### config.mk
export PLATFORM = sky130hd
export DESIGN_NAME = duck_ctl
export DESIGN_NICKNAME = d
export VERILOG_FILES = /design/src/rtl/duck_ctl.sv
export SDC_FILE = /design/constraint.sdc
export NUM_CORES = 1
export LEC_CHECK = 0
export BUFFER_PORTS_ARGS = -buffer_cell sky130_fd_sc_hd__buf_4
export CORE_MARGIN = 2
export CORE_UTILIZATION = 30
export DETAILED_ROUTE_END_ITERATION = 7
export PLACE_DENSITY = 0.48
export SLEW_MARGIN = 20
export SYNTH_ARGS = -nofsm -noshare
export SYNTH_HDL_FRONTEND = slang
export SYNTH_SLANG_ARGS = --single-unit
export TNS_END_PERCENT = 20
### constraint.sdc
create_clock -name clk -period 2.8 [get_ports clk]
set_input_delay 0.84 -clock clk [delete_from_list [all_inputs] [get_ports clk]]
set_output_delay 0.84 -clock clk [all_outputs]
set_load 0.1 [all_outputs]
### src/rtl/duck_ctl.sv
// Duck sprite motion controller: random launch, bouncing flight, hit/pause/fall
// and timed escape, all paced by frame_tick.
module duck_ctl #(
  parameter int SCREEN_W     = 1024,
  parameter int DUCK_W       = 64,
  parameter int DUCK_H       = 64,
  parameter int GROUND_Y     = 640,
  parameter int SPEED_X      = 4,
  parameter int SPEED_Y      = 3,
  parameter int FALL_SPEED   = 6,
  parameter int FLY_FRAMES   = 300,
  parameter int PAUSE_FRAMES = 30
) (
  input  logic        clk,
  input  logic        rst,
  input  logic        frame_tick,
  input  logic        start,
  input  logic        hit,
  output logic [11:0] xpos,
  output logic [11:0] ypos,
  output logic        duck_visible,
  output logic        duck_dir,
  output logic        falling,
  output logic        escaped,
  output logic        fallen
);

  typedef enum logic [2:0] {IDLE, FLY, HIT_PAUSE, FALL, ESCAPE} state_t;

  localparam logic signed [12:0] X_MAX  = 13'(SCREEN_W - DUCK_W);
  localparam logic signed [12:0] Y_MAX  = 13'(GROUND_Y - DUCK_H);
  localparam logic signed [12:0] STEP_X = 13'(SPEED_X);
  localparam logic signed [12:0] STEP_Y = 13'(SPEED_Y);
  localparam logic signed [12:0] STEP_F = 13'(FALL_SPEED);
  localparam logic signed [12:0] ZERO   = 13'sd0;
  localparam logic signed [12:0] X_BASE = 13'sd200;
  localparam logic [15:0] FLY_LAST   = 16'(FLY_FRAMES - 1);
  localparam logic [15:0] PAUSE_LAST = 16'(PAUSE_FRAMES - 1);

  state_t state_q, state_d;
  logic signed [12:0] x_q, x_d, y_q, y_d;
  logic signed [12:0] next_x, next_y, fall_y, rise_y;
  logic dir_d, up_q, up_d;
  logic [15:0] frame_q, frame_d, pause_q, pause_d;
  logic [15:0] lfsr_q, lfsr_d;
  logic lfsr_fb;
  logic escaped_d, fallen_d;

  // Right-shifting Fibonacci form of taps 16,14,13,11
  assign lfsr_fb = lfsr_q[0] ^ lfsr_q[2] ^ lfsr_q[3] ^ lfsr_q[5];
  assign lfsr_d  = {lfsr_fb, lfsr_q[15:1]};

  assign xpos = x_q[11:0];
  assign ypos = y_q[11:0];

  always_comb begin
    state_d   = state_q;
    x_d       = x_q;
    y_d       = y_q;
    dir_d     = duck_dir;
    up_d      = up_q;
    frame_d   = frame_q;
    pause_d   = pause_q;
    escaped_d = 1'b0;
    fallen_d  = 1'b0;
    next_x    = duck_dir ? (x_q + STEP_X) : (x_q - STEP_X);
    next_y    = up_q ? (y_q - STEP_Y) : (y_q + STEP_Y);
    fall_y    = y_q + STEP_F;
    rise_y    = y_q - STEP_Y;

    case (state_q)
      IDLE: begin
        if (start) begin
          x_d     = $signed({4'b0000, lfsr_q[8:0]}) + X_BASE;
          y_d     = Y_MAX;
          dir_d   = lfsr_q[9];
          up_d    = 1'b1;
          frame_d = '0;
          pause_d = '0;
          state_d = FLY;
        end
      end
      FLY: begin
        // A hit wins over a simultaneous tick, so the duck freezes where it was shot
        if (hit) begin
          frame_d = '0;
          pause_d = '0;
          state_d = HIT_PAUSE;
        end else if (frame_tick) begin
          if (frame_q == FLY_LAST) begin
            frame_d = '0;
            state_d = ESCAPE;
          end else begin
            frame_d = frame_q + 16'd1;
            if (next_x < ZERO) begin
              x_d   = ZERO;
              dir_d = ~duck_dir;
            end else if (next_x > X_MAX) begin
              x_d   = X_MAX;
              dir_d = ~duck_dir;
            end else begin
              x_d = next_x;
            end
            if (next_y < ZERO) begin
              y_d  = ZERO;
              up_d = ~up_q;
            end else if (next_y > Y_MAX) begin
              y_d  = Y_MAX;
              up_d = ~up_q;
            end else begin
              y_d = next_y;
            end
          end
        end
      end
      HIT_PAUSE: begin
        if (frame_tick) begin
          if (pause_q == PAUSE_LAST) begin
            pause_d = '0;
            state_d = FALL;
          end else begin
            pause_d = pause_q + 16'd1;
          end
        end
      end
      FALL: begin
        if (frame_tick) begin
          if (fall_y >= Y_MAX) begin
            y_d      = Y_MAX;
            fallen_d = 1'b1;
            state_d  = IDLE;
          end else begin
            y_d = fall_y;
          end
        end
      end
      ESCAPE: begin
        if (frame_tick) begin
          if (rise_y < ZERO) begin
            y_d       = ZERO;
            escaped_d = 1'b1;
            state_d   = IDLE;
          end else begin
            y_d = rise_y;
          end
        end
      end
      default: state_d = IDLE;
    endcase
  end

  // Status flags come from the next state so every output is a flop
  always_ff @(posedge clk or negedge rst) begin
    if (!rst) begin
      state_q      <= IDLE;
      x_q          <= '0;
      y_q          <= '0;
      duck_dir     <= 1'b0;
      up_q         <= 1'b0;
      frame_q      <= '0;
      pause_q      <= '0;
      lfsr_q       <= 16'hACE1;
      duck_visible <= 1'b0;
      falling      <= 1'b0;
      escaped      <= 1'b0;
      fallen       <= 1'b0;
    end else begin
      state_q      <= state_d;
      x_q          <= x_d;
      y_q          <= y_d;
      duck_dir     <= dir_d;
      up_q         <= up_d;
      frame_q      <= frame_d;
      pause_q      <= pause_d;
      lfsr_q       <= lfsr_d;
      duck_visible <= (state_d != IDLE);
      falling      <= (state_d == FALL);
      escaped      <= escaped_d;
      fallen       <= fallen_d;
    end
  end

endmodule

=== After elaboration in Yosys (flattened, before gate mapping) ===
Index checks and enable logic that the tools add are counted.

* Word-level logic and storage cells: 120
* Register bits after elaboration: 83
* Output and inout bits: 29

* Reduce and logical (&&, ||, !) cells: 11
* Equal/unequal tests: 18
* Add/subtract/negate cells: 8
* Bitwise gates (word level): 5
* Order comparisons: 6
* Muxes and demuxes: 60

{| class="wikitable"
|+ Operators by type and width
! operator !! number
|-
| 13-bit two-way mux || 18
|-
| 16-bit two-way mux || 7
|-
| 13-bit one-hot mux with 4 select lines || 1
|-
| 16-bit one-hot mux with 3 select lines || 1
|-
| 13-bit by 1-bit less-than comparator with 1-bit output (second input constant) || 3
|-
| 16-bit by 1-bit adder with 16-bit output (second input constant) || 2
|-
| 16-bit one-hot mux with 2 select lines || 1
|-
| 3-bit two-way mux || 10
|-
| 13-bit by 4-bit adder with 13-bit output (second input constant) || 2
|-
| 13-bit by 11-bit > comparator with 1-bit output (second input constant) || 2
|-
| 13-bit one-hot mux with 2 select lines || 1
|-
| 1-bit two-way mux || 18
|-
| 16-bit by 5-bit equality test with 1-bit output (second input constant) || 1
|-
| 16-bit by 9-bit equality test with 1-bit output (second input constant) || 1
|-
| 2-bit inequality test (second input constant) || 8
|-
| 3-bit one-hot mux with 5 select lines || 1
|-
| 13-bit by 3-bit adder with 13-bit output (second input constant) || 1
|-
| 13-bit by 11-bit >= comparator with 1-bit output (second input constant) || 1
|-
| 13-bit by 3-bit subtractor with 13-bit output (second input constant) || 1
|-
| 13-bit by 4-bit subtractor with 13-bit output (second input constant) || 1
|-
| 6-bit AND reduction || 2
|-
| 9-bit by 8-bit adder with 10-bit output (second input constant) || 1
|-
| 3-bit by 2-bit equality test with 1-bit output (second input constant) || 3
|-
| 3-bit inequality test (second input constant) || 3
|-
| other kinds (13) || 18
|}

=== Depth between registers and ports, before layout ===
Gate-level depths: netlist (run 1).

* Word-level depth: 9
* Depth in mapped cells: 12
* Mapped depth without buffers: 10

=== Least setup slack after synthesis (run 1) ===
Ideal clock, no wire load.

* Path type: register to register
* Start: register duck_dir
* End: register duck_dir
* Path slack: -874 ps
* Setup time: 162 ps
* Arrival: 3513 ps
* Cell stages (with the launch flop): 11
* Period minus slack after synthesis: 3674 ps
* Data required time: 2638 ps
* Cells stage by stage: dfrtp_1 -> inv_1 -> fa_1 -> a211oi_1 -> o211ai_1 -> and4b_1 -> and3_1 -> or3_1 -> a31oi_1 -> a21boi_0 -> mux2i_1

* Longest elaborated chain between the ends: 7

{| class="wikitable"
|+ RTL lines
! item !! RTL line !! source
|-
| start, declared || 22 || <nowiki>output logic duck_dir,</nowiki>
|-
| start signal, assigned || 171 || <nowiki>duck_dir <= dir_d;</nowiki>
|-
| 13-bit two-way mux / 1-bit inverter (equally long branches) || 66, 97, 100 ||
|-
| 13-bit by 1-bit less-than comparator with 1-bit output / 1-bit two-way mux (equally long branches) || 95, 98 ||
|-
| 1-bit two-way mux || 95 || <nowiki>if (next_x < ZERO) begin</nowiki>
|-
| 1-bit two-way mux || 90 || <nowiki>if (frame_q == FLY_LAST) begin</nowiki>
|-
| 1-bit two-way mux || 89 || <nowiki>end else if (frame_tick) begin</nowiki>
|-
| 1-bit two-way mux || 85 || <nowiki>if (hit) begin</nowiki>
|-
| 1-bit one-hot mux with 2 select lines || 71 || <nowiki>case (state_q)</nowiki>
|}

Several ways; a longest one is shown, not always the timed one. The select of a mux whose other input is x is not followed.
A chain may end at the register's enable or synchronous reset.

=== Worst setup path in the final report (run 1) ===
Same ends and word-level chain as after synthesis.

==> impl_metrics.env, run 1 <==
export IMPL_setup_slack_ps=-52.3
export IMPL_vdd_drop_max_mv=0.773
export IMPL_synth_seq_cells=82
export IMPL_yosysSeqAreaShare_pct=37.3
export IMPL_detail_route_vias_per_cell=5.43
export IMPL_dp_hpwl_mm=11.6
export IMPL_timing_critical_path_max_delay_family="compound AO/OA/AOI/OAI gates"
export IMPL_fill_cells=1848
export IMPL_drv_cap=0
export IMPL_status="complete, but fails checks"
export IMPL_clock_skew_final_ps=11.2
export IMPL_row_count=49
export IMPL_final_core_util_pct=38.2
export IMPL_ys_flop_type="dfrtp_1"
export IMPL_setup_worst_path_class="reg -> reg"
export IMPL_max_slew_margin_rel_pct=56.1
export IMPL_crit_path_cell_trace="clkinvlp_4 -> fa_2 -> a211oi_2 -> o211ai_1 -> and4b_1 -> and3_4 -> or3_4 -> a31oi_4 -> a21boi_2 -> mux2i_1"
export IMPL_layout_area_seq_sq_um=2070
export IMPL_wire_per_inst_um=16.6
export IMPL_cts_path_max_buffers=2
export IMPL_ys_types=71
export IMPL_worstMarginPinSlew_ps=658
export IMPL_finalCritPeriodShare_pct=102
export IMPL_dieArea_sq_um=19500
export IMPL_post_route_drc_count=0
export IMPL_arrival_ps=3090
export IMPL_initial_core_util_pct=30.7
export IMPL_yosysTopAreaCell="dfrtp_1"
export IMPL_cts_tree="done"
export IMPL_avgSynthCellArea_sq_um=8.78
export IMPL_cts_hold_buf=0
export IMPL_grt_pass1_wl_mm=25.7
export IMPL_synth_area_sq_um=5530
export IMPL_cts_made_buffers=9
export IMPL_grt_pass1_vias=5028
export IMPL_critical_path_buf_inv_count=1
export IMPL_grt_max_degree=51
export IMPL_cp_max_fo=5
export IMPL_r2r_slack_ps=-50
export IMPL_synth_most_common_cell="dfrtp_1"
export IMPL_hp_class="reg -> reg"
export IMPL_max_stage_delay_ps=450
export IMPL_ant_nets=0
export IMPL_clock_latency_ps=350
export IMPL_cts_root_buffer="clkbuf_16"
export IMPL_drtPass1Iterations=5
export IMPL_io_pins=34
export IMPL_grt_use_total_pct=16.2
export IMPL_critPathCaptureType="flip-flop"
export IMPL_nNetsFinal=735
export IMPL_grt_setup_unrepaired="true"
export IMPL_cts_sinks=82
export IMPL_hold_viol=0
export IMPL_synth_edff_count=0
export IMPL_dp_cells=919
export IMPL_grt_ovfl_total=0
export IMPL_netlist_instances=630
export IMPL_port_buffers=33
export IMPL_cp_required_ps=3030
export IMPL_yosysTopAreaCellShare_pct=33.5
export IMPL_ys_warnings_count=0
export IMPL_htree_levels=3
export IMPL_wl_mm=15.7
export IMPL_power_density_nw_per_um2=1130
export IMPL_area_growth_pct=24.6
export IMPL_clk_pin_slew_ps=70
export IMPL_crit_slowest_cell="dfrtp_4"
export IMPL_synth_top_cells_by_area="dfrtp_1 33%, ha_1 4.5%, o21ai_0 4.4%"
export IMPL_start_kind="flip-flop"
export IMPL_stdcell_count=943
export IMPL_drtIter0Drc=353
export IMPL_num_antenna_cells=0
export IMPL_setup_violations=6
export IMPL_max_freq_mhz=351
export IMPL_finalSetupTns_ps=-192
export IMPL_async_reset_ff_share_pct=100
export IMPL_failed_checks="setup timing"
export IMPL_drv_slew=0
export IMPL_synth_net_count=656
export IMPL_drive_gt1_share_pct=25.6
export IMPL_multi_input_area_sq_um=3330
export IMPL_core_sq_um=18000
export IMPL_leakage_nw=2.93
export IMPL_vias=5123
export IMPL_antenna_found_initial=0
export IMPL_die_h_um=140
export IMPL_fp_dieW_um=140
export IMPL_ys_top_cells_by_count="74 x dfrtp_1, 56 x nand2_1, 54 x nor2_1"
export IMPL_min_period_ps=2850
export IMPL_gp_congestion=0.873
[per-stage QoR]
step | total power, W | hold slack (ps) | area [sq um] | setup WS, ps
after CTS | 0.00754 | 354 | 6730 | -11.9
final | 0.00776 | 355 | 6890 | -52.3
after floorplan | 0.00493 | 333 | 5590 | -196
after global placement | 0.00625 | 339 | 6390 | -9.59
after global routing | 0.00827 | 361 | 6890 | -182
after detailed placement | 0.00625 | 337 | 6390 | -144
[layer usage]
| layer | part of all wire (%) | global-route usage (%) | wire length, um | vias up |
|---|---|---|---|---|
| li1 | - | - | - | 2480 |
| met5 | 0 | 0 | 0 | - |
| met3 | 4.1 | 3.27 | 645 | 23 |
| met4 | 2.0 | 5.58 | 310 | 0 |
| met2 | 47 | 25.2 | 7340 | 131 |
| met1 | 47 | 22.3 | 7390 | 2489 |
[worst reg2reg max path, delay by kind of cell (launching register included)]
family	cells	cell delay (ps)
and+or+nand+nor	3	800
DFF	1	450
buffers and inverters	1	170
adders and majority gates	1	430
AOI/OAI and AO/OA	4	810
muxes	1	80
[cell usage in the layout (no fill, tap or decap), types with 7 or more instances in the layout]
cell	count
dfrtp_1	67
a221o_1	7
clkbuf_16	9
dfstp_2	8
o21ai_0	47
inv_1	13
buf_4	107
a21oi_1	33
xnor2_1	20
ha_1	14
o31ai_1	8
nor3_1	11
nand4_1	14
nand2_1	56
nor2_1	54
nand3_1	21
or3_1	9
xor2_1	22
and3_1	21
[flip-flops by register name, indices dropped and copies added (netlist names)]
signal        count
frame_q          16
pause_q          16
x_q              12
falling           1
fallen            1
y_q              13
up_q              1
escaped           1
lfsr_q           16
state_q           3
duck_visible      1
duck_dir          1
[cell families after synthesis]
kind of cell	share of synthesized area (%)
AOI/OAI and AO/OA	21.1
xor gates and xnor gates	7.12
adders and majority gates	4.88
buffers and inverters	5.61
DFF	37.3
muxes	1.33
and+or+nand+nor	22.7
[worst paths after layout]
kind                               end       start  depth (start not counted)
setup / recovery              duck_dir    duck_dir                         10
hold / removal              lfsr_q[11]  lfsr_q[12]                          0
setup reg to reg              duck_dir    duck_dir                         10
hold reg to reg             lfsr_q[11]  lfsr_q[12]                          0
max in group asynchronous   lfsr_q[11]         rst                          2
min in group asynchronous  pause_q[10]         rst                          1
[cell type report]
type | count | share of cell area, %
Multi-Input combinational cell | 488 | 48.4
Clock inverter | 7 | 0.962
Tap cell | 229 | 4.16
Inverter | 19 | 1.09
Timing Repair inverter | 1 | 0.109
Timing Repair Buffer | 108 | 11.9
Sequential cell | 82 | 30.1
Clock buffer | 9 | 3.27
[repair_timing]
item / 4_1_cts / 5_1_grt
endpoints found under the setup margin: 7 / 18
pin swaps: 1 / 14
gates resized for setup: 6 / 27
buffers inserted: 1 / 6
cloned: 1 / 0
[where the power goes]
| part | internal [W] | total, W | switching [W] |
|---|---|---|---|
| Sequential | 0.00136 | 0.00166 | 0.000301 |
| Clock | 0.000630 | 0.00120 | 0.000568 |
| Combinational | 0.00187 | 0.00491 | 0.00303 |
| Total | 0.00386 | 0.00776 | 0.00390 |
Note: power is estimated with default switching activity, not from simulation.
==> inputs of run 2 (changes only) <==
--- a/config.mk
+++ b/config.mk
@@ -9,7 +9,7 @@
 export CORE_MARGIN = 2
 export CORE_UTILIZATION = 30
 export DETAILED_ROUTE_END_ITERATION = 7
-export PLACE_DENSITY = 0.48
+export PLACE_DENSITY = 0.46
 export SLEW_MARGIN = 20
 export SYNTH_ARGS = -nofsm -noshare
 export SYNTH_HDL_FRONTEND = slang
==> constraint.sdc (replaced) <==
create_clock -name clk -period 3.2 [get_ports clk]
set_input_delay 0.96 -clock clk [delete_from_list [all_inputs] [get_ports clk]]
set_output_delay 0.96 -clock clk [all_outputs]
set_load 0.1 [all_outputs]
==> run 2 against run 1 <==
Against the previous run: the run now ends clean; cell count shrank 5.5%; critical path depth stayed put; global-route usage fell by 0.21 points; via count fell by 2.9%; clock power is 12% lower; worst setup slack improved by 220 ps; power decreased by 20%; critical path type unchanged; critical endpoint unchanged; largest cell class unchanged; largest power group unchanged; highest routed layer unchanged.
==> impl_metrics.env, run 2 (synthesized netlist as in run 1, its figures left out) <==
export IMPL_dp_hpwl_mm=11.1
export IMPL_io_pins=34
export IMPL_max_freq_mhz=330
export IMPL_wl_mm=15.5
export IMPL_row_count=49
export IMPL_drtPass1Iterations=5
export IMPL_critPathCaptureType="flip-flop"
export IMPL_timing_critical_path_max_delay_family="compound AO/OA/AOI/OAI gates"
export IMPL_wire_per_inst_um=17.4
export IMPL_clk_pin_slew_ps=70
export IMPL_min_period_ps=3030
export IMPL_clock_latency_ps=350
export IMPL_gp_congestion=0.906
export IMPL_finalCritPeriodShare_pct=94.7
export IMPL_post_route_drc_count=0
export IMPL_drv_cap=0
export IMPL_antenna_found_initial=0
export IMPL_status="completed"
export IMPL_core_sq_um=18000
export IMPL_leakage_nw=2.67
export IMPL_grt_ovfl_total=0
export IMPL_cts_root_buffer="clkbuf_16"
export IMPL_clock_skew_final_ps=13.6
export IMPL_finalSetupTns_ps=0
export IMPL_start_kind="flip-flop"
export IMPL_area_growth_pct=14.7
export IMPL_port_buffers=33
export IMPL_dp_cells=874
export IMPL_drive_gt1_share_pct=15.1
export IMPL_cts_hold_buf=0
export IMPL_cts_made_buffers=9
export IMPL_grt_pass1_wl_mm=25.2
export IMPL_vias=4972
export IMPL_cts_tree="done"
export IMPL_initial_core_util_pct=30.7
export IMPL_dieArea_sq_um=19500
export IMPL_cp_required_ps=3430
export IMPL_ant_nets=0
export IMPL_layout_commonest_cell="dfrtp_1"
export IMPL_hp_class="reg -> reg"
export IMPL_final_core_util_pct=35.2
export IMPL_grt_setup_unrepaired="false"
export IMPL_drv_slew=0
export IMPL_grt_use_total_pct=15.9
export IMPL_die_h_um=140
export IMPL_max_slew_margin_rel_pct=38.6
export IMPL_num_antenna_cells=0
export IMPL_hold_viol=0
export IMPL_reg_largest_list="frame_q (16), lfsr_q (16), pause_q (16)"
export IMPL_crit_path_cell_trace="clkinvlp_4 -> fa_2 -> a211oi_2 -> o211ai_1 -> and4b_1 -> and3_1 -> or3_1 -> a31oi_1 -> a21boi_0 -> mux2i_1"
export IMPL_cts_sinks=82
export IMPL_grt_pass1_vias=4691
export IMPL_grt_max_degree=52
export IMPL_critical_path_buf_inv_count=1
export IMPL_drtIter0Drc=435
export IMPL_stdcell_count=891
export IMPL_max_stage_delay_ps=450
export IMPL_nNetsFinal=683
export IMPL_vdd_drop_max_mv=0.578
export IMPL_worstMarginPinSlew_ps=912
export IMPL_setup_worst_path_class="reg -> reg"
export IMPL_arrival_ps=3260
export IMPL_detail_route_vias_per_cell=5.58
export IMPL_cts_path_max_buffers=2
export IMPL_cp_max_fo=10
export IMPL_power_density_nw_per_um2=981
export IMPL_htree_levels=3
export IMPL_final_cell_mix="72 x dfrtp_1, 56 x nand2_1, 55 x buf_4"
export IMPL_crit_slowest_cell="dfrtp_4"
export IMPL_fp_dieW_um=140
export IMPL_setup_violations=0
export IMPL_fill_cells=1905
==> run 2: changes by cell type in the layout (fill, tap and decap cells not counted), sizes merged <==
cell	change
buf	-51
inv	-2
clkinv	+1
==> run 2: what timing repair did <==
item | CTS | global route
endpoints found under the setup margin | 0 | 10
buffers inserted | 0 | 1
gates resized for setup | 0 | 5
==> run 2: metal layers <==
layer / GRT usage [%] / vias to the layer above / share of wire (%)
met1: 22.0 / 2423 / 47
met2: 24.7 / 141 / 45
met5: 0 / - / 0
li1: - / 2379 / -
met4: 5.74 / 0 / 2.3
met3: 3.44 / 29 / 4.9
==> run 2: area by class of cell <==
cell class | instances | area, sq um | share of cell area (%)
clock buffer | 9 | 225 | 3.55
clock inverter | 7 | 70.1 | 1.10
inverter | 19 | 75.1 | 1.18
multi-input combinational | 488 | 3170 | 50.0
sequential | 82 | 2070 | 32.6
tap | 229 | 287 | 4.51
timing repair buffer | 57 | 453 | 7.13
==> run 2: power by group <==
| group | internal (W) | leakage, nW | switching, W | total, W |
|---|---|---|---|---|
| clock network | 0.000550 | 0.142 | 0.000496 | 0.00105 |
| logic | 0.00124 | 1.46 | 0.00250 | 0.00373 |
| registers | 0.00118 | 1.06 | 0.000268 | 0.00145 |
| total | 0.00297 | 2.67 | 0.00326 | 0.00623 |
==> run 2: through the flow <==
step | hold slack [ps] | setup slack, ps | total power, W | cell area (sq um)
4_1_cts | 355 | 82.8 | 0.00618 | 6310
6_report | 350 | 169 | 0.00623 | 6350
3_5_place_dp | 337 | 100 | 0.00509 | 6020
5_1_grt | 359 | 5.65 | 0.00663 | 6350
2_1_floorplan | 333 | 18.8 | 0.00424 | 5540
3_3_place_gp | 335 | 197 | 0.00509 | 6020
==> run 2: path summary, 6_finish.rpt <==
path / from / endpoint / slack, ps / cells past startpoint
min in group asynchronous: rst / y_q[9] / 550 / 1
worst max register to register: duck_dir / duck_dir / 170 / 10
worst min register to register: lfsr_q[12] / lfsr_q[11] / 350 / 0
worst min-delay path: lfsr_q[12] / lfsr_q[11] / 350 / 0
max in group asynchronous: rst / lfsr_q[6] / 1970 / 2
worst max-delay path: duck_dir / duck_dir / 170 / 10
==> run 2: worst register-to-register path, stage by stage (launching register included) <==
cell and delay, ps:
dfrtp_4 450, clkinvlp_4 230, fa_2 440, a211oi_2 280
o211ai_1 200, and4b_1 210, and3_1 180, or3_1 340
a31oi_1 270, a21boi_0 220, mux2i_1 90
==> inputs of run 3 (changes only) <==
--- a/config.mk
+++ b/config.mk
@@ -6,7 +6,7 @@
 export NUM_CORES = 1
 export LEC_CHECK = 0
 export BUFFER_PORTS_ARGS = -buffer_cell sky130_fd_sc_hd__buf_4
-export CORE_MARGIN = 2
+export CORE_ASPECT_RATIO = 0.6
 export CORE_UTILIZATION = 30
 export DETAILED_ROUTE_END_ITERATION = 7
 export PLACE_DENSITY = 0.46
==> run 3 against run 2 <==
Against the previous run: non-clock buffer count increased by 2; die area decreased by 2.8%; core utilization about the same; worst setup slack improved by 31 ps; via count decreased by 0.86%; first-iteration DRC count decreased by 4.6%; fmax increased by 1.0%; sequential share of layout area decreased by 0.064 points; critical path type unchanged; routed wire length increased by 1.4%; clock skew decreased by 8.9 ps; combinational power about the same; sequential cell count unchanged.
==> impl_metrics.env, run 3 (synthesized netlist as in run 1, its figures left out) <==
export IMPL_min_to="lfsr_q[11]"
export IMPL_layout_area_seq_sq_um=2070
export IMPL_gp_congestion=0.915
export IMPL_dpl_cell_area_sq_um=6030
export IMPL_final_cell_area_sq_um=6360
export IMPL_cts_made_buffers=9
export IMPL_reg_largest_list="frame_q (16), lfsr_q (16), pause_q (16)"
export IMPL_dp_hpwl_mm=11.7
export IMPL_grt_pass1_vias=4625
export IMPL_antenna_found_initial=0
export IMPL_use_met2_pct=23.7
export IMPL_holdWs_ps=351
export IMPL_dieArea_sq_um=19000
export IMPL_drive_gt1_share_pct=15.5
export IMPL_met1_usage_pct=26.7
export IMPL_num_antenna_cells=0
export IMPL_core_sq_um=18100
export IMPL_cts_hold_buf=0
export IMPL_finalSetupTns_ps=0
export IMPL_die_h_um=107
export IMPL_clock_latency_ps=340
export IMPL_wire_per_inst_um=17.4
export IMPL_max_freq_mhz=333
export IMPL_gr_max_usage_layer="met1"
export IMPL_setup_violations=0
export IMPL_clk_pin_slew_ps=70
export IMPL_ant_nets=0
export IMPL_initial_core_util_pct=30.6
export IMPL_vdd_drop_max_mv=0.796
export IMPL_grt_max_degree=47
export IMPL_critPathCaptureType="flip-flop"
export IMPL_leakage_nw=2.67
export IMPL_cts_path_max_buffers=2
export IMPL_rr_startpoint="y_q[1]"
export IMPL_worstMarginPinSlew_ps=936
export IMPL_r2r_slack_ps=200
export IMPL_cp_max_fo=15
export IMPL_hp_class="reg -> reg"
export IMPL_post_route_drc_count=0
export IMPL_hold_viol=0
export IMPL_port_buffers=33
export IMPL_vias=4929
export IMPL_grt_ovfl_total=0
export IMPL_max_slew_margin_rel_pct=37.2
export IMPL_fp_dieW_um=177
export IMPL_arrival_ps=3280
export IMPL_worstRegToRegCells=10
export IMPL_total_power_w=0.00623
export IMPL_fill_cells=1876
export IMPL_grt_setup_unrepaired="false"
export IMPL_area_growth_pct=15.0
export IMPL_nNetsFinal=685
export IMPL_io_pins=34
export IMPL_clock_skew_final_ps=4.71
export IMPL_cts_sinks=82
export IMPL_drv_cap=0
export IMPL_final_cell_mix="72 x dfrtp_1, 58 x buf_4, 56 x nand2_1"
export IMPL_drv_slew=0
export IMPL_detail_route_vias_per_cell=5.45
export IMPL_setup_worst_path_class="reg -> reg"
export IMPL_status="completed"
export IMPL_drtIter0Drc=415
export IMPL_power_density_nw_per_um2=979
export IMPL_row_count=38
export IMPL_final_core_util_pct=35.2
export IMPL_htree_levels=3
export IMPL_drtPass1Iterations=5
export IMPL_multi_input_area_sq_um=3180
export IMPL_min_period_ps=3000
export IMPL_start_kind="flip-flop"
export IMPL_cts_tree="done"
export IMPL_holdCritStartpoint="lfsr_q[12]"
export IMPL_use_met3_pct=3.12
export IMPL_reg2reg_to="y_q[8]"
export IMPL_finalCritPeriodShare_pct=93.8
export IMPL_grt_use_total_pct=17.0
export IMPL_grt_pass1_wl_mm=25.3
export IMPL_cts_root_buffer="clkbuf_16"
export IMPL_cp_required_ps=3480
export IMPL_wl_mm=15.7
export IMPL_layout_commonest_cell="dfrtp_1"
export IMPL_worstHoldPathCells=0
## run 3: worst max-delay path, stage by stage (launching register included)
cell      delay (ps)
dfrtp_1          470
inv_1            160
ha_1             280
nor2b_4          100
or3_1            310
a211oi_1         320
o22ai_2          180
a21oi_4          450
o21ai_0          210
a311oi_1         290
a221o_1          150
## run 3: report_power, final
part           internal, W  switching (W)
combinational      0.00122        0.00253
clock             0.000540       0.000476
sequential         0.00118       0.000276
## run 3: worst max-delay path by stage
stage	slack, ps	to	startpoint
2_1_floorplan	20	duck_dir	x_q[3]
3_5_place_dp	40	duck_dir	duck_dir
6_report	200	y_q[8]	y_q[1]
4_1_cts	30	duck_dir	duck_dir
3_3_place_gp	160	duck_dir	duck_dir
5_1_grt	40	up_q	y_q[0]
## run 3: timing repair
item	CTS	global route
buffers inserted	0	3
pin swaps	0	1
gates resized for setup	2	6
hold endpoints to repair	0	0
setup endpoints to repair	1	6
## run 3: area by class of cell
| type | count | share of cell area, % |
|---|---|---|
| Multi-Input combinational cell | 488 | 50.0 |
| Sequential cell | 82 | 32.5 |
| Timing Repair Buffer | 59 | 7.16 |
| Tap cell | 240 | 4.72 |
| Clock buffer | 9 | 3.54 |
| Inverter | 19 | 1.18 |
| Clock inverter | 7 | 0.924 |
## run 3: metrics by stage
| step | instances | setup WS, ps |
|---|---|---|
| after floorplan | 630 | 18.8 |
| after global placement | 885 | 160 |
| after detailed placement | 885 | 41.9 |
| after CTS | 901 | 34.3 |
| after global routing | 904 | 37.0 |
| final | 904 | 200 |
## run 3: layer usage
metal / up-vias / part of all wire, %
met4: 0 / 0.78
met1: 2423 / 54
met2: 121 / 41
met5: - / 0
met3: 16 / 4.2
li1: 2369 / -
